**src/rtl/range_pkg.sv**
```systemverilog
// rtl/range_pkg.sv - shared state encoding and default sizing for the echo range meter
package range_pkg;
  localparam int DEFAULT_CLKS_PER_CM = 2940;
  localparam int DEFAULT_MAX_CM      = 400;
  localparam int DEFAULT_WAIT_CLKS   = 1_500_000;
  localparam int BCD_DIGITS          = 3;
  localparam int CM_W                = 9;
  localparam int BCD_W               = 4 * BCD_DIGITS;

  typedef enum logic [2:0] {
    ST_IDLE,
    ST_WAIT_RISE,
    ST_MEASURE,
    ST_CONVERT,
    ST_DONE
  } state_e;
endpackage

```
**src/rtl/echo_range_meas_if.sv**
```systemverilog
// rtl/echo_range_meas_if.sv - trigger/echo inputs and distance result bundle
interface echo_range_meas_if;
  import range_pkg::*;

  logic             meas_start;
  logic             echo_in;
  logic             busy;
  logic             dist_vld;
  logic [CM_W-1:0]  dist_cm;
  logic [BCD_W-1:0] dist_bcd;
  logic             timeout_err;

  modport master (
    output meas_start, echo_in,
    input  busy, dist_vld, dist_cm, dist_bcd, timeout_err
  );

  modport slave (
    input  meas_start, echo_in,
    output busy, dist_vld, dist_cm, dist_bcd, timeout_err
  );
endinterface

```
**src/rtl/bin2bcd_seq.sv**
```systemverilog
// rtl/bin2bcd_seq.sv - iterative double-dabble, one input bit per cycle
// The start cycle already performs the first step, so done rises CM_W cycles after start.
module bin2bcd_seq
  import range_pkg::*;
(
  input  logic             clk,
  input  logic             rst,
  input  logic             start,
  input  logic [CM_W-1:0]  bin,
  output logic             done,
  output logic [BCD_W-1:0] bcd
);
  localparam int STEPS = CM_W;
  localparam int CNT_W = $clog2(STEPS + 1);

  logic [BCD_W-1:0] bcd_q, bcd_d;
  logic [CM_W-1:0]  sh_q, sh_d;
  logic [CNT_W-1:0] cnt_q, cnt_d;
  logic             act_q, act_d;
  logic             done_q, done_d;

  function automatic logic [BCD_W-1:0] dabble(input logic [BCD_W-1:0] b, input logic bit_in);
    logic [BCD_W-1:0] adj;
    adj = b;
    for (int i = 0; i < BCD_DIGITS; i++) begin
      if (adj[4*i +: 4] >= 4'd5) adj[4*i +: 4] = adj[4*i +: 4] + 4'd3;
    end
    return {adj[BCD_W-2:0], bit_in};
  endfunction

  always_comb begin
    bcd_d  = bcd_q;
    sh_d   = sh_q;
    cnt_d  = cnt_q;
    act_d  = act_q;
    done_d = 1'b0;
    if (start) begin
      bcd_d = dabble('0, bin[CM_W-1]);
      sh_d  = {bin[CM_W-2:0], 1'b0};
      cnt_d = CNT_W'(1);
      act_d = 1'b1;
    end else if (act_q) begin
      bcd_d = dabble(bcd_q, sh_q[CM_W-1]);
      sh_d  = {sh_q[CM_W-2:0], 1'b0};
      cnt_d = cnt_q + CNT_W'(1);
      if (cnt_q == CNT_W'(STEPS - 1)) begin
        act_d  = 1'b0;
        done_d = 1'b1;
      end
    end
  end

  always_ff @(posedge clk or posedge rst) begin
    if (rst) begin
      bcd_q  <= '0;
      sh_q   <= '0;
      cnt_q  <= '0;
      act_q  <= 1'b0;
      done_q <= 1'b0;
    end else begin
      bcd_q  <= bcd_d;
      sh_q   <= sh_d;
      cnt_q  <= cnt_d;
      act_q  <= act_d;
      done_q <= done_d;
    end
  end

  assign done = done_q;
  assign bcd  = bcd_q;
endmodule

```
**src/rtl/echo_range_meas.sv**
```systemverilog
// rtl/echo_range_meas.sv - times the echo pulse after each trigger and reports whole centimetres
module echo_range_meas
  import range_pkg::*;
#(
  parameter int CLKS_PER_CM = DEFAULT_CLKS_PER_CM,
  parameter int MAX_CM      = DEFAULT_MAX_CM,
  parameter int WAIT_CLKS   = DEFAULT_WAIT_CLKS
) (
  input logic              sys_clk,
  input logic              sys_rst,
  echo_range_meas_if.slave io
);
  localparam int PRE_W  = (CLKS_PER_CM > 1) ? $clog2(CLKS_PER_CM) : 1;
  localparam int WAIT_W = (WAIT_CLKS > 1) ? $clog2(WAIT_CLKS) : 1;

  state_e           state_q, state_d;
  logic [2:0]       sync_q, sync_d;
  logic [WAIT_W-1:0] wait_q, wait_d;
  logic [PRE_W-1:0] pre_q, pre_d;
  logic [CM_W-1:0]  cm_q, cm_d;
  logic             err_q, err_d;
  logic             dist_vld_q, dist_vld_d;
  logic [CM_W-1:0]  dist_cm_q, dist_cm_d;
  logic [BCD_W-1:0] dist_bcd_q, dist_bcd_d;
  logic             timeout_q, timeout_d;

  logic             s2, s3, rise, fall, count_en;
  logic             conv_start, conv_done;
  logic [BCD_W-1:0] conv_bcd;

  // sync_q[1] is the synchronised echo, sync_q[2] its one-cycle-old copy
  assign sync_d = {sync_q[1:0], io.echo_in};
  assign s2     = sync_q[1];
  assign s3     = sync_q[2];
  assign rise   = s2 & ~s3;
  assign fall   = ~s2 & s3;

  always_comb begin
    state_d    = state_q;
    wait_d     = wait_q;
    pre_d      = pre_q;
    cm_d       = cm_q;
    err_d      = err_q;
    count_en   = 1'b0;
    conv_start = 1'b0;
    dist_vld_d = 1'b0;
    dist_cm_d  = dist_cm_q;
    dist_bcd_d = dist_bcd_q;
    timeout_d  = timeout_q;
    unique case (state_q)
      ST_IDLE: begin
        if (io.meas_start) begin
          state_d = ST_WAIT_RISE;
          wait_d  = '0;
          pre_d   = '0;
          cm_d    = '0;
          err_d   = 1'b0;
        end
      end
      ST_WAIT_RISE: begin
        // The rise cycle itself is the first echo-high cycle, so it is counted too
        if (rise) begin
          state_d  = ST_MEASURE;
          count_en = 1'b1;
        end else if (wait_q == WAIT_W'(WAIT_CLKS - 1)) begin
          state_d    = ST_CONVERT;
          cm_d       = '0;
          err_d      = 1'b1;
          conv_start = 1'b1;
        end else begin
          wait_d = wait_q + WAIT_W'(1);
        end
      end
      ST_MEASURE: begin
        if (fall) begin
          state_d    = ST_CONVERT;
          conv_start = 1'b1;
        end else if (s2) begin
          count_en = 1'b1;
        end
      end
      ST_CONVERT: begin
        if (conv_done) begin
          state_d    = ST_DONE;
          dist_vld_d = 1'b1;
          dist_cm_d  = cm_q;
          dist_bcd_d = conv_bcd;
          timeout_d  = err_q;
        end
      end
      ST_DONE: state_d = ST_IDLE;
      default: state_d = ST_IDLE;
    endcase

    if (count_en) begin
      if (pre_q == PRE_W'(CLKS_PER_CM - 1)) begin
        pre_d = '0;
        cm_d  = cm_q + CM_W'(1);
        if (cm_q == CM_W'(MAX_CM - 1)) begin
          state_d    = ST_CONVERT;
          err_d      = 1'b1;
          conv_start = 1'b1;
        end
      end else begin
        pre_d = pre_q + PRE_W'(1);
      end
    end
  end

  always_ff @(posedge sys_clk or posedge sys_rst) begin
    if (sys_rst) begin
      state_q    <= ST_IDLE;
      sync_q     <= '0;
      wait_q     <= '0;
      pre_q      <= '0;
      cm_q       <= '0;
      err_q      <= 1'b0;
      dist_vld_q <= 1'b0;
      dist_cm_q  <= '0;
      dist_bcd_q <= '0;
      timeout_q  <= 1'b0;
    end else begin
      state_q    <= state_d;
      sync_q     <= sync_d;
      wait_q     <= wait_d;
      pre_q      <= pre_d;
      cm_q       <= cm_d;
      err_q      <= err_d;
      dist_vld_q <= dist_vld_d;
      dist_cm_q  <= dist_cm_d;
      dist_bcd_q <= dist_bcd_d;
      timeout_q  <= timeout_d;
    end
  end

  bin2bcd_seq u_bin2bcd (
    .clk   (sys_clk),
    .rst   (sys_rst),
    .start (conv_start),
    .bin   (cm_d),
    .done  (conv_done),
    .bcd   (conv_bcd)
  );

  assign io.busy        = (state_q != ST_IDLE);
  assign io.dist_vld    = dist_vld_q;
  assign io.dist_cm     = dist_cm_q;
  assign io.dist_bcd    = dist_bcd_q;
  assign io.timeout_err = timeout_q;
endmodule

```
**src/flat_wrapper.sv**
```systemverilog
// flat-port wrapper written by rule: the top's interface ports become plain ports
module echo_range_meas_flat import range_pkg::*;
#(
  parameter int CLKS_PER_CM = DEFAULT_CLKS_PER_CM,
  parameter int MAX_CM      = DEFAULT_MAX_CM,
  parameter int WAIT_CLKS   = DEFAULT_WAIT_CLKS
)
  (sys_clk, sys_rst, io_meas_start, io_echo_in, io_busy, io_dist_vld, io_dist_cm, io_dist_bcd, io_timeout_err);
  echo_range_meas_if io_i ();
  input logic sys_clk;
  input logic sys_rst;
  input wire logic [$bits(io_i.meas_start)-1:0] io_meas_start;
  input wire logic [$bits(io_i.echo_in)-1:0] io_echo_in;
  output wire logic [$bits(io_i.busy)-1:0] io_busy;
  output wire logic [$bits(io_i.dist_vld)-1:0] io_dist_vld;
  output wire logic [$bits(io_i.dist_cm)-1:0] io_dist_cm;
  output wire logic [$bits(io_i.dist_bcd)-1:0] io_dist_bcd;
  output wire logic [$bits(io_i.timeout_err)-1:0] io_timeout_err;
  assign io_i.meas_start = io_meas_start;
  assign io_i.echo_in = io_echo_in;
  assign io_busy = io_i.busy;
  assign io_dist_vld = io_i.dist_vld;
  assign io_dist_cm = io_i.dist_cm;
  assign io_dist_bcd = io_i.dist_bcd;
  assign io_timeout_err = io_i.timeout_err;
  echo_range_meas #(.CLKS_PER_CM(CLKS_PER_CM), .MAX_CM(MAX_CM), .WAIT_CLKS(WAIT_CLKS)) u_core (.sys_clk(sys_clk), .sys_rst(sys_rst), .io(io_i));
endmodule
```
**config.mk**
```make
export PLATFORM = sky130hd
export DESIGN_NAME = echo_range_meas_flat
export DESIGN_NICKNAME = d
export VERILOG_FILES = /design/src/rtl/range_pkg.sv /design/src/rtl/echo_range_meas_if.sv /design/src/rtl/bin2bcd_seq.sv /design/src/rtl/echo_range_meas.sv /design/src/flat_wrapper.sv
export SDC_FILE = /design/constraint.sdc
export NUM_CORES = 1
export LEC_CHECK = 0
export CORE_MARGIN = 10
export CORE_UTILIZATION = 31
export CTS_CLUSTER_DIAMETER = 50
export DETAILED_ROUTE_END_ITERATION = 7
export PLACE_DENSITY = 0.47
export SYNTH_ARGS = -nofsm -noshare
export SYNTH_HDL_FRONTEND = slang
export SYNTH_SLANG_ARGS = --single-unit
```
**constraint.sdc**
```tcl
create_clock -name sys_clk -period 9.6 [get_ports sys_clk]
set_clock_uncertainty 0.1 [all_clocks]
set_input_delay 1.44 -clock sys_clk [delete_from_list [all_inputs] [get_ports sys_clk]]
set_output_delay 1.44 -clock sys_clk [all_outputs]
set_load 0.005 [all_outputs]
```
Yosys cells after proc, flatten, opt, wreduce, memory -nomap -nowiden
Cells that the tools add are included.
Cells by class
  bitwise logic cells: 4
  $lt $le $gt $ge: 3
  eq/ne operators: 10
  muxes and demuxes: 58
  reductions and logical operators: 9
  add/subtract/negate cells: 7
Operators with widths (number)
  $mux 12: 6
  $mux 21: 3
  $mux 9: 7
  $pmux 21 s2: 1
  $mux 3: 9
  $mux 1: 23
  $add 21x1->21 const B: 1
  $eq 21x21->1 const B: 1
  $pmux 9 s2: 1
  $mux 4: 4
  $add 12x1->12 const B: 1
  $eq 12x12->1 const B: 1
  $ge 4x3->1 const B: 3
  $pmux 3 s4: 1
  $add 9x1->9 const B: 1
  $eq 9x9->1 const B: 1
  $add 4x2->4 const B: 2
  $reduce_bool 2->1: 4
  $eq 3x2->1 const B: 2
  $ne 2x2->1 const B: 3
  $pmux 1 s2: 3
  $add 4x1->4 const B: 1
  $eq 4x4->1 const B: 1
  $reduce_and 2->1: 2
  other kinds (7): 9
Word-level totals
  flip-flop bits (word level): 99
  output and inout bits: 24
  word-level logic and storage cells: 106

Depth between registers and ports, before layout
  depth in word-level cells: 8
  gate-level depth with buffers: 9
  gate-level depth less buffers: 7

Hierarchy
Synthesis repeated with hierarchy kept, for this count alone.
Second synthesis, totals
  cell total of the unflattened synthesis: 514
  area, all modules: 4870.9 um2
By module, submodules not included
  echo_range_meas: times used 1, cells each 371, area an instance 3478.3 um2
  bin2bcd_seq: times used 1, cells each 143, area an instance 1392.6 um2

Worst setup path before layout
No wires, ideal clock.
  path kind: in2reg
  start point: input io_meas_start
  end point: register u_core.wait_q[20]
  setup time: 78 ps
  cell stages on the path: 5
  path slack: 6519 ps
  data required time: 9422 ps
  path buffers: 0
  data arrival time: 2903 ps
  cells stage by stage: nor2_1 -> or4b_4 -> or4b_4 -> or3_1 -> a21oi_1
On the way
  cells in the longest elaborated chain, start to end: 2
Ends and longest elaborated chain
  start: declaration: RTL line flat_wrapper.sv:12  | input wire logic [$bits(io_i.meas_start)-1:0] io_meas_start;
  $ne 2x2->1 (no source line)
  $reduce_and 4->1 (no source line)
  end signal: assignment: RTL line echo_range_meas.sv:125  | wait_q <= wait_d;
  end: declaration: RTL line echo_range_meas.sv:18  | logic [WAIT_W-1:0] wait_q, wait_d;
Every way passes these cells.
A chain may end at the register's enable or synchronous reset.

Final worst setup path
  start point: register u_core.pre_q[0]
  end point: register u_core.u_bin2bcd.bcd_q[0] (netlist: u_core.u_bin2bcd.bcd[0])
On the way
  cells in the longest elaborated chain, start to end: 4
  elaborated cells on any way between the ends: 7
  classes of those cells: 1 x eq/ne; 5 x mux; 1 x reduce/logical
Ends and longest elaborated chain
  start: declaration: RTL line echo_range_meas.sv:19  | logic [PRE_W-1:0] pre_q, pre_d;
  start signal: assignment: RTL line echo_range_meas.sv:126  | pre_q <= pre_d;
  $eq 12x12->1 *: RTL line echo_range_meas.sv:96  | if (pre_q == PRE_W'(CLKS_PER_CM - 1)) begin
  $mux 9 / $mux 1 (equally long branches): RTL line echo_range_meas.sv:96
  $mux 9 / $mux 1 (equally long branches): RTL line echo_range_meas.sv:95  | if (count_en) begin
  $mux 12 / $reduce_bool 2->1 (equally long branches)
  end signal: assignment: RTL line bin2bcd_seq.sv:55  | bcd_q <= '0;
  end signal: assignment: RTL line bin2bcd_seq.sv:61  | bcd_q <= bcd_d;
  end: declaration: RTL line bin2bcd_seq.sv:16  | logic [BCD_W-1:0] bcd_q, bcd_d;
Every way passes the cells marked *; elsewhere a longest branch is shown, timed or not.

==> qor.txt <==
status: complete, no violations
leakage power total: 0.00258 µW
CP max FO: 27
Slew headroom: 0.297
diode count: 0
post-route insts no fill: 764
Max Cap Viol: 0
Period minus WS final: 3.44 ns
via count: 3796
share of layout cells above drive strength 1: 0.0931
Worst-Skew Late Latency: 0.35 ns
Avg Inst Size Synth: 9.63 µm²
initial antenna violation count: 0
worst r2r src: u_core.pre_q[0]$_DFFE_PP0P_
met1 GRT Util: 0.148
CP Launch Point: u_core.pre_q[0]$_DFFE_PP0P_
Die Span Y: 147 µm
unrepaired setup endpoints after global routing: false
DP HPWL: 7.82 mm
Worst-Margin Slew: 1.05 ns
CTS resizes: 0
PnR Total Power: 1320 µW
Num Clock Sinks: 98
Gate Count Post-Synth: 519
DRC Markers: 0
clock buffer count from CTS: 9
DR pass1 iterations: 4
nets: 558
number of library cell types mapped by synthesis: 61
DIE WIDTH: 147 µm
Core Rows: 46
CP Data Required Time: 9.74 ns
placed instance count: 748
critical path type: flip-flop to flip-flop
I/O pin count: 28
grt met3 use: 0.0298
Comb power frac: 0.282
Iter 0 DRT Violations: 168
vias in the first global route: 3639
die area: 21600 µm²
vias per inst: 4.97
Pins Over Slew Limit: 0
Main synth FF type: dfrtp_1
Layout area overhead: 16.1%
startpoint types: flip-flop
port bufs: 27
CTS Hold Bufs: 0
setup total negative slack: 0 ns
Final GP Congestion: 0.768
Hold Vio Cnt, Final: 0
Root Buffer: clkbuf_16
switch share: 0.340
Finish-stage setup viols: 0
Setup crit end kind: flip-flop
min-delay src: u_core.sync_q[0]$_DFF_PP0_
CORE AREA: 15800 µm²
Setup Buffers After CTS: 0
WL per Instance: 14.8 µm
NetSw: 449 µW
flops & latches, synth: 98
post-route clock period utilization: 0.359
gr busiest metal: met2
number of H-tree levels: 3
Final ANT Viol Nets: 0
CTS tree: built
sequential power share: 0.437
Seq/Total Area, Yosys: 0.491
internal power: 873 µW
Post-Route WL: 11.3 mm
fill count: 1585
EDFF count, synth: 0
Clock power frac: 0.281
pwr dens: 228 nW/µm²
met2 Use GR: 0.159
Clock Tree Buf Depth: 2
gr ovfl total: 0
Reg clk slew, reported paths: 0.07 ns
worst min path class: flip-flop to flip-flop
Synthesis Warnings: 0
gr usage total: 0.108
async set-reset flop share out of synthesis: 1.00
pin count of the biggest net entering global routing: 64
Final Hold Slack: 0.247 ns
Mapped Nets: 534
Max Freq: 290 MHz
Mapped Area: 5000 µm²
Starting Density: 0.316
Worst EP arrival: 3.58 ns
first-pass GRT wire length: 19.2 mm
VDD IR max: 0.119 mV
[metrics by stage]
stage / cell area (µm²) / setup slack, ns / util
after floorplan: 5000 / 5.50 / -
after global placement: 5500 / 5.90 / 0.347
after detailed placement: 5500 / 5.88 / 0.347
after CTS: 5800 / 6.14 / 0.367
after global routing: 5800 / 5.95 / 0.367
final: 5800 / 6.16 / 0.367
[critical path, stage by stage (launching register included)]
cell and delay (ns):
dfrtp_1 0.39, ha_1 0.25, nor3b_2 0.39, nand3_1 0.37, nor4_1 0.52, a211o_1 0.88
mux2_2 0.42
[logic make-up after synthesis]
logic type,after synthesis,share of synthesized area
mux,25,0.0541
flops,98,0.491
fa+ha+maj,11,0.0275
compound gates,106,0.131
xor+xnor,20,0.0351
simple gates,216,0.225
buf+inv,43,0.0361
[synth_stat cells, drive strengths merged (11+ instances only)]
cell type	count	area share
ha	11	0.028
nor2	31	0.023
dfrtp	98	0.49
o21ai	42	0.042
nand3	20	0.020
or3	12	0.015
a21oi	20	0.020
xnor2	13	0.023
inv	23	0.017
mux2	16	0.036
nand2	86	0.065
clkbuf	12	0.0090
[final cells by class]
| class | count | area [µm²] | area share |
|---|---|---|---|
| Clock inverter | 6 | 66.3 | 0.0114 |
| Timing Repair Buffer | 33 | 315 | 0.0543 |
| Inverter | 23 | 88.8 | 0.0153 |
| Multi-Input combinational cell | 378 | 2370 | 0.409 |
| Tap cell | 216 | 270 | 0.0466 |
| Sequential cell | 98 | 2450 | 0.423 |
| Clock buffer | 10 | 239 | 0.0412 |
[flip-flops by register name (all words and copies together), names as in the netlist, 3 cells and up]
register	count
u_core.sync_q	3
u_core.pre_q	12
u_core.u_bin2bcd.sh_q	8
u_core.u_bin2bcd.bcd	12
u_core.cm_q	9
u_core.wait_q	21
u_core.io.dist_cm	9
u_core.io.dist_bcd	12
u_core.state_q	3
u_core.u_bin2bcd.cnt_q	4
[layer usage]
layer,routed length [µm],vias to the layer above,part of all wire
li1,-,1875,-
met1,5760,1863,0.51
met2,5010,44,0.44
met3,360,14,0.032
met4,209,0,0.018
met5,0,-,0
[power by group through the flow]
| stage | sequential (µW) | clock (µW) | combinational (µW) |
|---|---|---|---|
| floorplan | 557 | 0 | 282 |
| global placement | 585 | 0 | 368 |
| detailed placement | 586 | 0 | 376 |
| CTS | 579 | 387 | 380 |
| global route | 594 | 401 | 428 |
| finish | 578 | 371 | 373 |
[path summary, 6_finish.rpt]
path / to / slack, ns / cells past startpoint
setup reg to reg: u_core.u_bin2bcd.bcd[0]$_DFFE_PP0P_ / 6.16 / 6
min in group asynchronous: u_core.wait_q[3]$_DFFE_PP0P_ / 1.37 / 2
setup / recovery: u_core.u_bin2bcd.bcd[0]$_DFFE_PP0P_ / 6.16 / 6
max in group asynchronous: u_core.io.dist_bcd[4]$_DFFE_PP0P_ / 6.86 / 3
hold reg to reg: u_core.sync_q[1]$_DFF_PP0_ / 0.25 / 0
hold / removal: u_core.sync_q[1]$_DFF_PP0_ / 0.25 / 0
[cells in the final DEF, fill, tap and decap left out, drive strengths merged, types with 8 or more instances in the layout]
master and n:
nand2 86, clkdlybuf4s50 27, clkbuf 10, inv 23, nor3 9, and3 8
nor2 31, xnor2 13, mux2 16, a21oi 20, nand3 20, ha 11
nand4 9, mux2i 9, o21ai 42, dfrtp 98, or3 12
(Power assumes the default switching activity.)
